### config.mk
export PLATFORM = sky130hd
export DESIGN_NAME = sobel_edge_combine
export DESIGN_NICKNAME = d
export VERILOG_FILES = /design/src/rtl/sobel_edge_combine.sv
export SDC_FILE = /design/constraint.sdc
export NUM_CORES = 1
export LEC_CHECK = 0
export ABC_AREA = 1
export CORE_ASPECT_RATIO = 0.9
export CORE_MARGIN = 5
export CORE_UTILIZATION = 54
export CTS_CLUSTER_SIZE = 28
export DETAILED_ROUTE_END_ITERATION = 8
export PLACE_DENSITY = 0.84
export SYNTH_ARGS = -nofsm -noshare
export SYNTH_HDL_FRONTEND = slang
export SYNTH_SLANG_ARGS = --single-unit
### constraint.sdc
create_clock -name iCLK -period 9 [get_ports iCLK]
set_input_delay 1.8 -clock iCLK [delete_from_list [all_inputs] [get_ports iCLK]]
set_output_delay 1.8 -clock iCLK [all_outputs]
set_load 0.005 [all_outputs]
### src/rtl/sobel_edge_combine.sv
// Realigns |Gx| and |Gy| streams through per-stream FIFOs, forms a saturated magnitude,
// optionally thresholds it to an edge map, and keeps a per-frame edge-pixel count.

module sobel_align_fifo #(
    parameter int DATA_W = 12,
    parameter int DEPTH  = 8
) (
    input  logic              iCLK,
    input  logic              iRST,
    input  logic              i_flush,
    input  logic              i_push,
    input  logic [DATA_W-1:0] i_data,
    input  logic              i_pop,
    output logic              o_empty,
    output logic [DATA_W-1:0] o_data,
    output logic              o_drop
);
    localparam int AW = $clog2(DEPTH);

    logic [DATA_W-1:0] r_mem [DEPTH];
    logic [AW:0]       r_wr_ptr;
    logic [AW:0]       r_rd_ptr;
    logic              w_full;
    logic              w_pop;
    logic              w_push;
    logic [AW-1:0]     w_wr_addr;

    assign o_empty   = (r_wr_ptr == r_rd_ptr);
    assign w_full    = (r_wr_ptr[AW] != r_rd_ptr[AW]) && (r_wr_ptr[AW-1:0] == r_rd_ptr[AW-1:0]);
    assign w_pop     = i_pop && !o_empty && !i_flush;
    // A full FIFO still accepts a sample when its head leaves in the same cycle.
    assign w_push    = i_push && (i_flush || !w_full || w_pop);
    assign w_wr_addr = i_flush ? '0 : r_wr_ptr[AW-1:0];
    assign o_data    = r_mem[r_rd_ptr[AW-1:0]];
    assign o_drop    = i_push && w_full && !w_pop && !i_flush;

    always_ff @(posedge iCLK or negedge iRST) begin
        if (!iRST) begin
            r_wr_ptr <= '0;
            r_rd_ptr <= '0;
        end else if (i_flush) begin
            r_rd_ptr <= '0;
            r_wr_ptr <= {{AW{1'b0}}, i_push};
        end else begin
            if (w_push) r_wr_ptr <= r_wr_ptr + 1'b1;
            if (w_pop)  r_rd_ptr <= r_rd_ptr + 1'b1;
        end
    end

    always_ff @(posedge iCLK) begin
        if (w_push) r_mem[w_wr_addr] <= i_data;
    end
endmodule

module sobel_edge_combine #(
    parameter int DATA_W     = 12,
    parameter int FIFO_DEPTH = 8,
    parameter int CNT_W      = 22
) (
    input  logic              iCLK,
    input  logic              iRST,
    input  logic [DATA_W-1:0] iGX_DATA,
    input  logic              iGX_DVAL,
    input  logic [DATA_W-1:0] iGY_DATA,
    input  logic              iGY_DVAL,
    input  logic [DATA_W-1:0] iTHRESH,
    input  logic [1:0]        iMODE,
    input  logic              iFRAME_START,
    output logic [DATA_W-1:0] oRed,
    output logic [DATA_W-1:0] oGreen,
    output logic [DATA_W-1:0] oBlue,
    output logic              oDVAL,
    output logic [CNT_W-1:0]  oEDGE_COUNT,
    output logic              oCOUNT_VALID,
    output logic              oOVERFLOW
);
    localparam logic [DATA_W-1:0] PIX_MAX = '1;
    localparam logic [CNT_W-1:0]  CNT_MAX = '1;

    logic              w_gx_empty;
    logic              w_gy_empty;
    logic [DATA_W-1:0] w_gx_head;
    logic [DATA_W-1:0] w_gy_head;
    logic              w_gx_drop;
    logic              w_gy_drop;
    logic              w_pop;

    logic              r_s1_valid;
    logic [DATA_W-1:0] r_s1_gx;
    logic [DATA_W-1:0] r_s1_gy;
    logic [DATA_W-1:0] r_s1_thresh;
    logic [1:0]        r_s1_mode;

    logic [DATA_W:0]   w_sum;
    logic [DATA_W-1:0] w_sum_sat;
    logic [DATA_W-1:0] w_max;
    logic              w_edge;
    logic [DATA_W-1:0] w_pix;

    logic [DATA_W-1:0] r_pix;
    logic              r_dval;
    logic              r_edge;
    logic [CNT_W-1:0]  r_count;
    logic [CNT_W-1:0]  w_count_next;
    logic [CNT_W-1:0]  r_edge_count;
    logic              r_count_valid;
    logic              r_overflow;

    // Frame start flushes the FIFOs, so their heads are not popped that cycle.
    assign w_pop = !w_gx_empty && !w_gy_empty && !iFRAME_START;

    sobel_align_fifo #(.DATA_W(DATA_W), .DEPTH(FIFO_DEPTH)) u_gx_fifo (
        .iCLK    (iCLK),
        .iRST    (iRST),
        .i_flush (iFRAME_START),
        .i_push  (iGX_DVAL),
        .i_data  (iGX_DATA),
        .i_pop   (w_pop),
        .o_empty (w_gx_empty),
        .o_data  (w_gx_head),
        .o_drop  (w_gx_drop)
    );

    sobel_align_fifo #(.DATA_W(DATA_W), .DEPTH(FIFO_DEPTH)) u_gy_fifo (
        .iCLK    (iCLK),
        .iRST    (iRST),
        .i_flush (iFRAME_START),
        .i_push  (iGY_DVAL),
        .i_data  (iGY_DATA),
        .i_pop   (w_pop),
        .o_empty (w_gy_empty),
        .o_data  (w_gy_head),
        .o_drop  (w_gy_drop)
    );

    always_ff @(posedge iCLK or negedge iRST) begin
        if (!iRST) begin
            r_s1_valid  <= 1'b0;
            r_s1_gx     <= '0;
            r_s1_gy     <= '0;
            r_s1_thresh <= '0;
            r_s1_mode   <= '0;
        end else begin
            r_s1_valid <= w_pop;
            if (w_pop) begin
                r_s1_gx     <= w_gx_head;
                r_s1_gy     <= w_gy_head;
                r_s1_thresh <= iTHRESH;
                r_s1_mode   <= iMODE;
            end
        end
    end

    assign w_sum     = {1'b0, r_s1_gx} + {1'b0, r_s1_gy};
    assign w_sum_sat = w_sum[DATA_W] ? PIX_MAX : w_sum[DATA_W-1:0];
    assign w_edge    = (w_sum_sat >= r_s1_thresh);
    assign w_max     = (r_s1_gx >= r_s1_gy) ? r_s1_gx : r_s1_gy;

    always_comb begin
        w_pix = w_sum_sat;
        case (r_s1_mode)
            2'd1:    w_pix = w_edge ? PIX_MAX : '0;
            2'd2:    w_pix = w_max;
            default: w_pix = w_sum_sat;
        endcase
    end

    always_ff @(posedge iCLK or negedge iRST) begin
        if (!iRST) begin
            r_pix  <= '0;
            r_dval <= 1'b0;
            r_edge <= 1'b0;
        end else begin
            r_dval <= r_s1_valid;
            r_edge <= r_s1_valid && w_edge;
            if (r_s1_valid) r_pix <= w_pix;
        end
    end

    // The pixel on the output this cycle still belongs to the frame being closed.
    assign w_count_next = (r_dval && r_edge && (r_count != CNT_MAX)) ? r_count + 1'b1 : r_count;

    always_ff @(posedge iCLK or negedge iRST) begin
        if (!iRST) begin
            r_count       <= '0;
            r_edge_count  <= '0;
            r_count_valid <= 1'b0;
            r_overflow    <= 1'b0;
        end else begin
            r_count_valid <= iFRAME_START;
            if (iFRAME_START) begin
                r_edge_count <= w_count_next;
                r_count      <= '0;
                r_overflow   <= 1'b0;
            end else begin
                r_count <= w_count_next;
                if (w_gx_drop || w_gy_drop) r_overflow <= 1'b1;
            end
        end
    end

    assign oRed         = r_pix;
    assign oGreen       = r_pix;
    assign oBlue        = r_pix;
    assign oDVAL        = r_dval;
    assign oEDGE_COUNT  = r_edge_count;
    assign oCOUNT_VALID = r_count_valid;
    assign oOVERFLOW    = r_overflow;
endmodule

Yosys cells after proc, flatten, opt, wreduce, memory -nomap -nowiden. Memories as Yosys holds them, arrays and structs flattened. A register that Yosys moved wholly into a read port is not among the register bits. Index checks and enable logic that the tools add are counted.

Input port bits: 43. RAM bits: 192. Register bits: 91. Word-level logic and storage cells: 93. Output and inout bits: 61. Bits in latches: 0. Bits in read-only memories: 0. Memories kept: 2.

Multiply operators: 0. Reductions and logical operators: 38. Bitwise operators: 0. Shift operators: 0. Add/subtract/negate cells: 6. Multiplexer cells: 22. Div/mod/pow operators: 0. Equality and inequality tests: 9. Magnitude comparators: 2.

Memories: u_gx_fifo.r_mem (depth 8, width 12, rd ports 1, clocked after Yosys merged registers in 1, write ports 1, line 20) `logic [DATA_W-1:0] r_mem [DEPTH];`; u_gy_fifo.r_mem (depth 8, width 12, rd ports 1, clocked after Yosys merged registers in 1, write ports 1, line 20).

Operators with widths (number): 22-bit two-way mux (2); 12-bit two-way mux (3); 4-bit two-way mux (8); 12-bit >= comparator (2); 12-bit case mux with 2 select lines (1); 22-bit by 1-bit adder with 22-bit output, second input constant (1); 22-bit inequality test, second input constant (1); 1-bit logical AND (19); 4-bit by 1-bit adder with 4-bit output, second input constant (4); 12-bit by 12-bit adder with 13-bit output (1); 2-bit nonzero test (5); 1-bit zero test (9); 4-bit equality test (2); 3-bit equality test (2); 1-bit two-way mux (6); 3-bit two-way mux (2); 1-bit logical OR (5); 2-bit by 1-bit equality test with 1-bit output, second input constant (1); 2-bit equality test, second input constant (1); 1-bit inequality test (2).

Logic depth before layout (Yosys ltp). Gate-level depths: netlist (run 1).

Word-level depth: 12. Gate-level depth with buffers: 26. Mapped depth without buffers: 24.

Modules after synthesis. A second synthesis (run 1) with hierarchy kept.

Cells, all modules: 1607. Area, all modules: 15077.0 µm².

Modules (own cells, without submodules): sobel_edge_combine (area each 6341.1 µm², times used 1, cells an instance 868); sobel_align_fifo (u_gy_fifo) (area each 4379.2 µm², times used 1, cells an instance 370); sobel_align_fifo (u_gx_fifo) (area each 4356.7 µm², times used 1, cells an instance 369).

Least setup slack after synthesis (run 1). Ideal clock, no wire load.

Path type: input port to flip-flop. Start: input iFRAME_START. End: memory u_gy_fifo.r_mem[3][0], enable pin. Library setup time: 0.396 ns. Path slack: 5.514 ns. Required time: 8.604 ns. Stages: 4. Buffers on the path: 1. Data arrival time: 3.089 ns. Path through: clkbuf_1 -> nor2_1 -> nand2_1 -> nor3_1.

Longest elaborated chain between the ends: 8. Elaborated cells on any way between the ends: 10. Classes of those cells: mux: 3; reduce/logical: 7.

Ends and longest elaborated chain: start: declaration (line 68) `input logic iFRAME_START,`; 1-bit zero test (line 30, 110); 1-bit logical AND (line 110) `assign w_pop = !w_gx_empty && !w_gy_empty && !iFRAME_START;`; 1-bit logical AND (2 in series) (line 30) `assign w_pop = i_pop && !o_empty && !i_flush;`; 1-bit logical OR (line 32) `assign w_push = i_push && (i_flush || !w_full || w_pop);`; 1-bit logical AND (line 32); 1-bit two-way mux (line 51) `if (w_push) r_mem[w_wr_addr] <= i_data;`; 1-bit two-way mux (implied by the code) (line 51); end: declaration (line 20).

Several ways; a longest one is shown, not always the timed one.

Final worst setup path (run 1).
Start: input iFRAME_START. End: memory u_gx_fifo.r_mem[2][8], enable pin.

Longest elaborated chain between the ends: 8. Elaborated cells on any way between the ends: 10. Classes of those cells: mux: 3; reduce/logical: 7.

Ends and longest elaborated chain (line): 1-bit zero test (30, 110); 1-bit logical AND (110); 1-bit logical AND (2 in series) (30); 1-bit logical OR (32); 1-bit logical AND (32); 1-bit two-way mux (51); 1-bit two-way mux (implied by the code) (51); end: declaration (20).

Several ways; a longest one is shown, not always the timed one.

==> results of run 1 <==
-- final timing paths --
path,startpoint,slack [ns],depth (start not counted),to
max,iFRAME_START,4.59,9,u_gx_fifo.r_mem[2][8]
min,oEDGE_COUNT[1],0.49,2,oEDGE_COUNT[1]
max reg2reg,r_s1_gy[0],5.12,19,oBlue[1]
min reg2reg,oEDGE_COUNT[1],0.49,2,oEDGE_COUNT[1]
max in group asynchronous,iRST,6.49,2,r_s1_gy[9]
min in group asynchronous,iRST,1.20,1,oEDGE_COUNT[13]
-- per-layer routing --
metal / part of all wire / wire (µm) / global-route usage / vias up
met5: 0 / 0 / 0 / -
met4: 0.029 / 989 / 0.0620 / 0
met3: 0.081 / 2710 / 0.0329 / 71
met2: 0.48 / 15900 / 0.356 / 498
met1: 0.41 / 13900 / 0.296 / 5181
li1: - / - / - / 5257
-- per-stage QoR --
step / setup slack (ns) / utilization / hold slack, ns / area (µm²) / instances
floorplan: 5.51 / - / 0.352 / 14700 / 1548
global placement: 4.30 / 0.586 / 0.476 / 15800 / 1931
detailed placement: 4.12 / 0.586 / 0.480 / 15800 / 1931
CTS: 4.60 / 0.623 / 0.495 / 16800 / 1983
global route: 4.39 / 0.623 / 0.523 / 16800 / 1983
finish: 4.59 / 0.623 / 0.488 / 16800 / 1983
-- state kept, by name, indices dropped and copies added, names as in the netlist --
register	count
oOVERFLOW	1
u_gx_fifo.r_mem	96
r_s1_valid	1
r_edge	1
r_s1_thresh	12
oEDGE_COUNT	22
r_count	22
u_gx_fifo.r_wr_ptr	4
u_gy_fifo.r_wr_ptr	4
u_gx_fifo.r_rd_ptr	4
r_s1_gx	12
u_gy_fifo.r_rd_ptr	4
r_s1_gy	12
oDVAL	1
u_gy_fifo.r_mem	96
r_s1_mode	2
oBlue	12
oCOUNT_VALID	1
-- cell usage in the layout (no fill, tap or decap), types with 2 or more instances in the layout --
cell | netlist | layout
sky130_fd_sc_hd__a21oi_1 | 24 | 24
sky130_fd_sc_hd__a21oi_2 | 2 | 2
sky130_fd_sc_hd__and2_1 | 2 | 2
sky130_fd_sc_hd__buf_4 | 26 | 16
sky130_fd_sc_hd__bufinv_16 | 0 | 5
sky130_fd_sc_hd__clkbuf_1 | 35 | 2
sky130_fd_sc_hd__clkbuf_16 | 0 | 29
sky130_fd_sc_hd__clkdlybuf4s50_1 | 0 | 101
sky130_fd_sc_hd__clkinv_1 | 1 | 9
sky130_fd_sc_hd__clkinv_2 | 0 | 6
sky130_fd_sc_hd__dfrtp_1 | 115 | 115
sky130_fd_sc_hd__edfxtp_1 | 192 | 192
sky130_fd_sc_hd__ha_1 | 43 | 43
sky130_fd_sc_hd__inv_1 | 135 | 134
sky130_fd_sc_hd__inv_2 | 3 | 3
sky130_fd_sc_hd__nand2_1 | 399 | 399
sky130_fd_sc_hd__nand2_2 | 8 | 8
sky130_fd_sc_hd__nand2_4 | 2 | 2
sky130_fd_sc_hd__nand3_1 | 129 | 129
sky130_fd_sc_hd__nand3_2 | 2 | 2
sky130_fd_sc_hd__nand3b_1 | 3 | 3
sky130_fd_sc_hd__nand4_1 | 39 | 39
sky130_fd_sc_hd__nor2_1 | 156 | 156
sky130_fd_sc_hd__nor2_2 | 2 | 2
sky130_fd_sc_hd__nor3_1 | 27 | 27
sky130_fd_sc_hd__o211ai_1 | 23 | 23
sky130_fd_sc_hd__o21a_1 | 2 | 2
sky130_fd_sc_hd__o21ai_0 | 78 | 78
sky130_fd_sc_hd__o21ai_1 | 26 | 26
sky130_fd_sc_hd__o21ai_2 | 8 | 8
sky130_fd_sc_hd__o21bai_1 | 2 | 2
sky130_fd_sc_hd__or2_2 | 2 | 2
sky130_fd_sc_hd__xnor2_1 | 5 | 5
sky130_fd_sc_hd__xor2_1 | 25 | 25
-- layout make-up --
class | count | share of cell area
Inverter | 139 | 0.0311
Sequential cell | 307 | 0.515
Timing Repair Buffer | 118 | 0.0677
Clock inverter | 20 | 0.0139
Tap cell | 354 | 0.0264
Multi-Input combinational cell | 1013 | 0.301
Clock buffer | 32 | 0.0445
-- worst min-delay path, stage by stage (launching register included) --
cell                      delay, ns
sky130_fd_sc_hd__dfrtp_1       0.35
sky130_fd_sc_hd__nand2_1       0.05
sky130_fd_sc_hd__nand2_1       0.06
-- power by group --
group	switching [mW]	internal (mW)	total [mW]
clock network	0.517	0.740	1.26
registers	0.118	1.67	1.79
logic	1.32	0.756	2.08
-- cells by family (layout without fill, tap and decap cells) --
kind of cell | after synthesis | after routing | share of synthesized area
AO/OA/AOI/OAI | 165 | 165 | 0.0631
XOR/XNOR | 30 | 30 | 0.0178
adder cells (fa/ha/maj) | 44 | 44 | 0.0378
buffers and inverters | 228 | 309 | 0.0708
flip-flops | 307 | 307 | 0.586
AND/OR/NAND/NOR | 774 | 774 | 0.224
==> out/results.txt, run 1 <==
Share of the synthesized area in the top cell type - 0.391
Drt drc - 0
Power per standard cell area - 305 nW/µm²
Pin slew with the least headroom to its limit - 1.07 ns
Pin count of the biggest net entering global routing - 79
Global placer's final weighted congestion - 0.906
Cts-stage hold buffer count - 0
Number of global-route vias before repair - 10700
Worst path required time - 9.18 ns
Setup repair after global routing missed its margin - false
PostCTS Resize Cnt - 0
Antenna violations before repair - 0
Starting utilization of the core area - 0.547
Worst setup path class - in -> reg
Number of nets at the end of the flow - 1695
Die height - 167 µm
Crit share post-route - 0.490
Type of destination of the critical path - flip-flop
Placeable core area - 27000 µm²
Startpoint kind of the worst setup timing path - primary input
CTS Root Cell - sky130_fd_sc_hd__clkbuf_16
Number of library cell types mapped by synthesis - 39
Maximum VDD drop - 0.175 mV
Yosys warnings - 0
Slowest cell on the critical path - sky130_fd_sc_hd__nor2_1
Final hold viol count - 0
Arrival time at the worst endpoint - 4.59 ns
Fill cell count - 2075
Combined flip-flop and latch cell area - 8640 µm²
Overall die width - 184 µm
Initial DRC count - 1061
Deepest clock path buffer count - 3
Flip-flop cell with the highest count after synthesis - sky130_fd_sc_hd__edfxtp_1
Most instantiated cells after synthesis - sky130_fd_sc_hd__nand2_1, sky130_fd_sc_hd__edfxtp_1, sky130_fd_sc_hd__nor2_1
Area taken by multi-input logic gates - 5060 µm²
Layout Area Growth over Synthesis - 13.8%
I/O pin count - 104
FMAX - 0.227 GHz
Number of buffers added by the clock tree synthesis step - 29
Wire length of the first global-routing pass - 53800 µm
Static Leakage - 6.91 nW
Latest clock arrival within the worst-skew pair - 0.56 ns
I/O Buffers - 103
Max_slew headroom - 0.284
Overall Power - 5.12 mW
Final HPWL DP - 22900 µm
Routed Wire Length - 33500 µm
Post-synth EDFFs - 192
Overall via count from detail_route - 11000
Proportion of synthesized chip area in sequential cells - 0.586
Worst hold-check path type - reg -> reg
Buf/Inv on CP - 5
Status - completed
Post-synth net total - 1635
Number of setup violations in the final report - 0
Global router's overall resource usage - 0.215
Maximum fanout encountered on the critical timing path - 53
Critical path's largest stage delay - 0.83 ns
Proportion of layout cells with a drive suffix above 1 - 0.0565
Global route overflow - 0
Post-route ant nets - 0
Proportion of synthesized flip-flops having asynchronous set or reset - 0.375
Area of the die - 30700 µm²
Antenna diodes - 0
Number of max-slew violations in the final report - 0
MaxCap Viol Count - 0
Leading cell type by number of instances after synthesis - sky130_fd_sc_hd__nand2_1
Final clock skew - 0.0139 ns
CTS tree - built
Critical path, cell by cell - buf_2, buf_4, clkinv_1, buf_4, nand3_1, nand2_1, inv_1, nand2_1, nor2_1
Clock-pin transition on the worst setup and hold timing paths - 0.06 ns
Routed length per placed instance - 16.9 µm
Max H-tree Level - 1
Vias per std cell - 5.55
Synthesis-stage register bit count - 307
Buffers inserted during post-CTS setup optimization - 0
Average footprint of a synthesized cell - 9.53 µm²
Row count - 57
Post-synthesis instance total - 1548
Cell types with the largest area share after synthesis - sky130_fd_sc_hd__edfxtp_1, sky130_fd_sc_hd__dfrtp_1, sky130_fd_sc_hd__nand2_1, sky130_fd_sc_hd__nand3_1, sky130_fd_sc_hd__nor2_1
Category of cells accounting for the largest share of critical-path delay - buffers and inverters
Number of clock sinks - 307
Netlist Area Pre-Place - 14700 µm²
First-pass iteration count of the detailed router - 6
Post-synthesis cell type with the largest combined area - sky130_fd_sc_hd__edfxtp_1
Min cycle time layout - 4.41 ns
Summed negative setup slack over all endpoints - 0 ns
(Power assumes the default switching activity.)
==> inputs of run 2 (changes only) <==
clock period = 4.1 ns   (was 9 ns; I/O delays follow)
==> out/results.txt, run 2 (synthesis gave the netlist of run 1 again) <==
Worst setup path class - reg -> reg
Starting utilization of the core area - 0.547
Leading cell type in the layout, fill and taps excluded - sky130_fd_sc_hd__nand2_1
FMAX - 0.298 GHz
Origin of the worst setup path - r_s1_gy[0]
Number of clock sinks - 307
Final core utilization - 0.627
Pin slew with the least headroom to its limit - 0.999 ns
Max H-tree Level - 1
Buffers inserted during post-CTS setup optimization - 0
Vias per std cell - 5.56
Category of cells accounting for the largest share of critical-path delay - simple AND/OR/NAND/NOR gates
Power per standard cell area - 671 nW/µm²
Critical path, cell by cell - ha_1, fa_1, nand2_1, nand3_1, nand3_1, nand3_1, nor2_1, inv_1, ha_1, nand2_1, nand2_1, nand2_1, nand2_1, nand2_1, nand4_1, a21oi_1, buf_4, nand2_1, nand3_1, nand2_1
Switching power - 4.34 mW
Proportion of layout cells with a drive suffix above 1 - 0.0633
Slowest cell on the critical path - sky130_fd_sc_hd__fa_1
Min cycle time layout - 3.35 ns
Cts-stage hold buffer count - 0
First-pass iteration count of the detailed router - 6
Max_slew headroom - 0.331
Worst path required time - 4.53 ns
Share of power burned in the clock network - 0.247
Final hold viol count - 0
Int Power - 7.01 mW
Status - completed
Crit share post-route - 0.817
Number of max-slew violations in the final report - 0
Latest clock arrival within the worst-skew pair - 0.59 ns
Number of global-route vias before repair - 10800
Worst hold-check path type - in -> async
Startpoint kind of the worst setup timing path - flip-flop
Type of destination of the critical path - flip-flop
Placeable core area - 27000 µm²
Global router's overall resource usage - 0.219
Summed negative setup slack over all endpoints - 0 ns
Clock-pin transition on the worst setup and hold timing paths - 0.06 ns
I/O pin count - 104
Sequential Power Share - 0.346
Pin count of the biggest net entering global routing - 116
Final clock skew - 0.0395 ns
I/O Buffers - 103
Comb pwr share - 0.407
Startpoint of the worst-slack reg-to-reg timing path - r_s1_gy[0]
Layout Area Growth over Synthesis - 14.7%
Fill cell count - 2080
Wire length of the first global-routing pass - 55000 µm
Arrival time at the worst endpoint - 3.78 ns
MaxCap Viol Count - 0
Area of the die - 30700 µm²
Deepest clock path buffer count - 3
Cell with the most instances on the worst path - sky130_fd_sc_hd__nand2_1
Initial DRC count - 1139
Routed Wire Length - 34600 µm
Drt drc - 0
Overall via count from detail_route - 11100
Registers with the most flip-flops - u_gx_fifo.r_mem x96, u_gy_fifo.r_mem x96
Global route overflow - 0
Antenna violations before repair - 1
CTS Root Cell - sky130_fd_sc_hd__clkbuf_16
Critical path's largest stage delay - 0.43 ns
Maximum VDD drop - 0.430 mV
Final HPWL DP - 22700 µm
Global placer's final weighted congestion - 0.922
Most frequent cells in the layout - sky130_fd_sc_hd__nand2_1, sky130_fd_sc_hd__edfxtp_1, sky130_fd_sc_hd__nor2_1, sky130_fd_sc_hd__inv_1, sky130_fd_sc_hd__nand3_1
Number of nets at the end of the flow - 1707
Row count - 57
CTS tree - built
PostCTS Resize Cnt - 0
Switching share of power - 0.382
Static Leakage - 6.98 nW
Number of buffers added by the clock tree synthesis step - 30
Overall die width - 184 µm
Die height - 167 µm
Maximum fanout encountered on the critical timing path - 12
Antenna diodes - 0
Number of setup violations in the final report - 0
Buf/Inv on CP - 2
Post-route ant nets - 0
Routed length per placed instance - 17.3 µm
Setup repair after global routing missed its margin - false
run 2: changes by cell type in the layout (fill, tap and decap cells not counted):
cell                         before  now
sky130_fd_sc_hd__clkinv_1         9    8
sky130_fd_sc_hd__clkinv_2         6    4
sky130_fd_sc_hd__bufinv_16        5    4
sky130_fd_sc_hd__buf_12           0    1
sky130_fd_sc_hd__clkbuf_16       29   30
sky130_fd_sc_hd__clkbuf_8         1    3
sky130_fd_sc_hd__inv_16           1    0
sky130_fd_sc_hd__clkinvlp_4       1    2
sky130_fd_sc_hd__buf_4           16   26
sky130_fd_sc_hd__clkbuf_1         2    5
sky130_fd_sc_hd__clkinv_16        0    1
run 2: through the flow:
stage	hold slack (ns)	instances	setup WS, ns	area [µm²]	total power [mW]
6_report	0.361	1997	0.749	16900	11.3
3_3_place_gp	0.467	1942	0.946	15900	8.32
2_1_floorplan	0.352	1548	1.02	14700	7.20
3_5_place_dp	0.465	1942	0.795	15900	8.50
5_1_grt	0.410	1997	0.440	16900	12.1
4_1_cts	0.367	1997	0.740	16900	11.3
run 2: metal layers:
layer  track usage  share of wire
met2         0.351           0.47
met4        0.0730          0.034
met3        0.0353          0.076
met1         0.308           0.42
met5             0        0.00038
run 2: area by class of cell:
cell class	instances	area (µm²)	share of cell area
Multi-Input combinational cell	1013	5060	0.299
Timing Repair Buffer	129	1230	0.0728
Tap cell	354	443	0.0262
Inverter	139	522	0.0308
Sequential cell	307	8640	0.511
Clock inverter	17	208	0.0123
Clock buffer	38	811	0.0479
run 2: worst paths after layout:
check	end	slack (ns)	depth (start not counted)
worst min-delay path	r_count[11]	0.36	2
min in group iCLK	u_gy_fifo.r_rd_ptr[3]	0.48	1
worst max register to register	oBlue[2]	0.75	20
max in group asynchronous	u_gy_fifo.r_wr_ptr[0]	3.31	2
worst min register to register	u_gy_fifo.r_rd_ptr[3]	0.48	1
worst max-delay path	oBlue[2]	0.75	20
run 2: power by group through the flow:
stage | logic (mW) | clock network (mW) | registers [mW]
finish | 4.62 | 2.80 | 3.92
global route | 5.16 | 2.97 | 3.97
CTS | 4.58 | 2.84 | 3.92
detailed placement | 4.52 | 0 | 3.98
global placement | 4.37 | 0 | 3.95
floorplan | 3.28 | 0 | 3.92
==> patch (flow settings as in run 2) <==
Put one more register stage on the output `oEDGE_COUNT`, cleared by the reset. The value now appears one clock later. The other outputs are not delayed to match.
--- a/src/rtl/sobel_edge_combine.sv
+++ b/src/rtl/sobel_edge_combine.sv
@@ -204,5 +204,11 @@
     assign oBlue        = r_pix;
     assign oDVAL        = r_dval;
-    assign oEDGE_COUNT  = r_edge_count;
+    always_ff @(posedge iCLK or negedge iRST) begin
+        if (!iRST) begin
+            oEDGE_COUNT <= '0;
+        end else begin
+            oEDGE_COUNT <= r_edge_count;
+        end
+    end
     assign oCOUNT_VALID = r_count_valid;
     assign oOVERFLOW    = r_overflow;
Formal check against the unedited RTL: not equivalent (Yosys sat finds a counterexample within 10 cycles, from zero or initial values and one cycle with iRST low).
==> patch against run 2 <==
Routed wire length decreased by 1.1%. Core utilization shrank 0.073 points. Power rose by 1.7%. Area after synthesis is 2.9% higher. Setup slack gained 0.0025 ns. Fmax about the same. Sequential cell count up 22. Critical path depth fell by 2. Sequential share of layout area up 1.7 points. Final area is 3.0% higher. Global-route usage down 0.48 points. Hold slack better by 0.018 ns. Count of clock-buffer cells in the layout is 6 higher. Highest routed layer unchanged.
==> patch: results (changes against run 2) <==
| Metric | Value |
|---|---|
| Count of fill cells added during filler insertion | `2176 (was 2080)` |
| Top cells by area, synth | `edfxtp_1 38%, dfrtp_1 23%, nand2_1 9.3% (was edfxtp_1 39%, dfrtp_1 20%, nand2_1 10%)` |
| Number of CTS-inserted buffers | `34 (was 30)` |
| RD Place Congestion | `0.921 (was 0.922)` |
| Static Leak | `7.17 nW (was 6.98 nW)` |
| Routed vias | `11.1k (about the same)` |
| Post-synthesis compound-gate area fraction | `6.60% (was 6.31%)` |
| First-iteration detailed-routing DRC count | `909 (was 1139)` |
| Met1 layer wirelength in the final routing | `14.7 mm (was 14.6 mm)` |
| Maximum number of pins on one net before global-route repair | `123 (was 116)` |
| R2R Setup Slk | `0.75 ns (about the same)` |
| Net count after synthesis | `1639 (was 1635)` |
| Met3 Usage GRT | `4.21% (was 3.53%)` |
| Post-synthesis adder-cell area fraction | `3.68% (was 3.78%)` |
| Maximum vdd drop | `0.419 mV (was 0.430 mV)` |
| Met3 wire len | `2.71 mm (was 2.62 mm)` |
| CTS H-tree lvls | `2 (was 1)` |
| Worst hold path type | `register to register (was input port to asynchronous set/reset pin)` |
| WL/cell | `17.0 um (was 17.3 um)` |
| Share of final-layout standard cells stronger than drive strength 1 | `6.42% (was 6.33%)` |
| Global-route wire length before repair | `55.4 mm (was 55.0 mm)` |
| HPWL reported at the end of detailed placement | `23.0 mm (was 22.7 mm)` |
| Global-route met1 utilization | `29.9% (was 30.8%)` |
| Cell Int Power | `0.00724 W (was 0.00701 W)` |
| M2 GR Usage | `35.1% (about the same)` |
| Distinct cells, synth | `36 (was 39)` |
| Clock Skews | `0.0151 ns (was 0.0395 ns)` |
| Share of flip-flops with an asynchronous set or reset after synthesis | `41.6% (was 37.5%)` |
| Total iterations of the first detailed-routing run | `5 (was 6)` |
| Result of the run | `complete, no violations (unchanged)` |
| Number of nets at the end of the flow | `1715 (was 1707)` |
patch: cell types whose count changed after synthesis, sizes merged, moves of 3 or more:
cell    before  now
dfrtp      115  137
clkbuf      36   45
o21ai      112  127
buf         53   44
nand2      409  383
inv        138  135
patch: cell type report:
| type | count | area [um^2] | share of cell area [%] |
|---|---|---|---|
| Tap cell | 360 | 450 | 2.59 |
| Antenna cell | 1 | 2.50 | 0.0144 |
| Inverter | 137 | 514 | 2.95 |
| Clock inverter | 16 | 123 | 0.704 |
| Multi-Input combinational cell | 997 | 4970 | 28.5 |
| Clock buffer | 44 | 930 | 5.34 |
| Timing Repair Buffer | 129 | 1240 | 7.12 |
| Sequential cell | 329 | 9190 | 52.8 |
patch: worst max-delay path by stage:
stage | startpoint | to | slack, ns | cells past startpoint
4_1_cts | r_s1_gy[0]$_DFFE_PN0P_ | oBlue[11]$_DFFE_PN0P_ | 0.77 | 18
5_1_grt | r_s1_gy[0]$_DFFE_PN0P_ | oBlue[2]$_DFFE_PN0P_ | 0.44 | 18
3_3_place_gp | iFRAME_START | u_gx_fifo.r_mem[2][3]$_DFFE_PP_ | 0.82 | 8
2_1_floorplan | r_s1_gy[0]$_DFFE_PN0P_ | oBlue[10]$_DFFE_PN0P_ | 0.95 | 18
6_report | r_s1_gy[0]$_DFFE_PN0P_ | oBlue[11]$_DFFE_PN0P_ | 0.75 | 18
3_5_place_dp | iFRAME_START | u_gx_fifo.r_mem[2][3]$_DFFE_PP_ | 0.72 | 8
patch: through the flow:
stage               worst slack, ns  instances  cell area [um^2]  power (W)
floorplan                     0.950       1552             15200    0.00734
global placement              0.825       1952             16400    0.00852
detailed placement            0.716       1952             16400    0.00864
CTS                           0.768       2012             17400     0.0116
global route                  0.437       2012             17400     0.0124
finish                        0.751       2013             17400     0.0115
patch: worst max-delay path: stages (launching register included):
cell and delay [ns]:
dfrtp_1 0.39, ha_1 0.23, fa_1 0.43, nand2_1 0.09, nand3_1 0.14, inv_1 0.08, nor2_1 0.04, nor2_1 0.39
nand3_1 0.14, ha_1 0.31, nand2_1 0.11, inv_1 0.06, a21oi_1 0.15, nand4_1 0.13, a21oi_1 0.14, buf_4 0.20
nand2_1 0.07, nand3_1 0.08, nand2_1 0.05
patch: logic make-up (layout without fill, tap and decap cells):
group                    count (synthesis)  after routing
AO/OA/AOI/OAI                          178            178
XOR/XNOR                                28             28
adder cells (fa/ha/maj)                 44             44
buffers and inverters                  226            326
flip-flops                             329            329
other                                    0              1
AND/OR/NAND/NOR                        747            747
patch: power groups by stage:
stage	sequential [W]	clock, W	combinational (W)
finish	0.00418	0.00291	0.00446
global placement	0.00421	0	0.00430
global route	0.00422	0.00310	0.00507
detailed placement	0.00424	0	0.00440
CTS	0.00418	0.00295	0.00444
floorplan	0.00416	0	0.00318
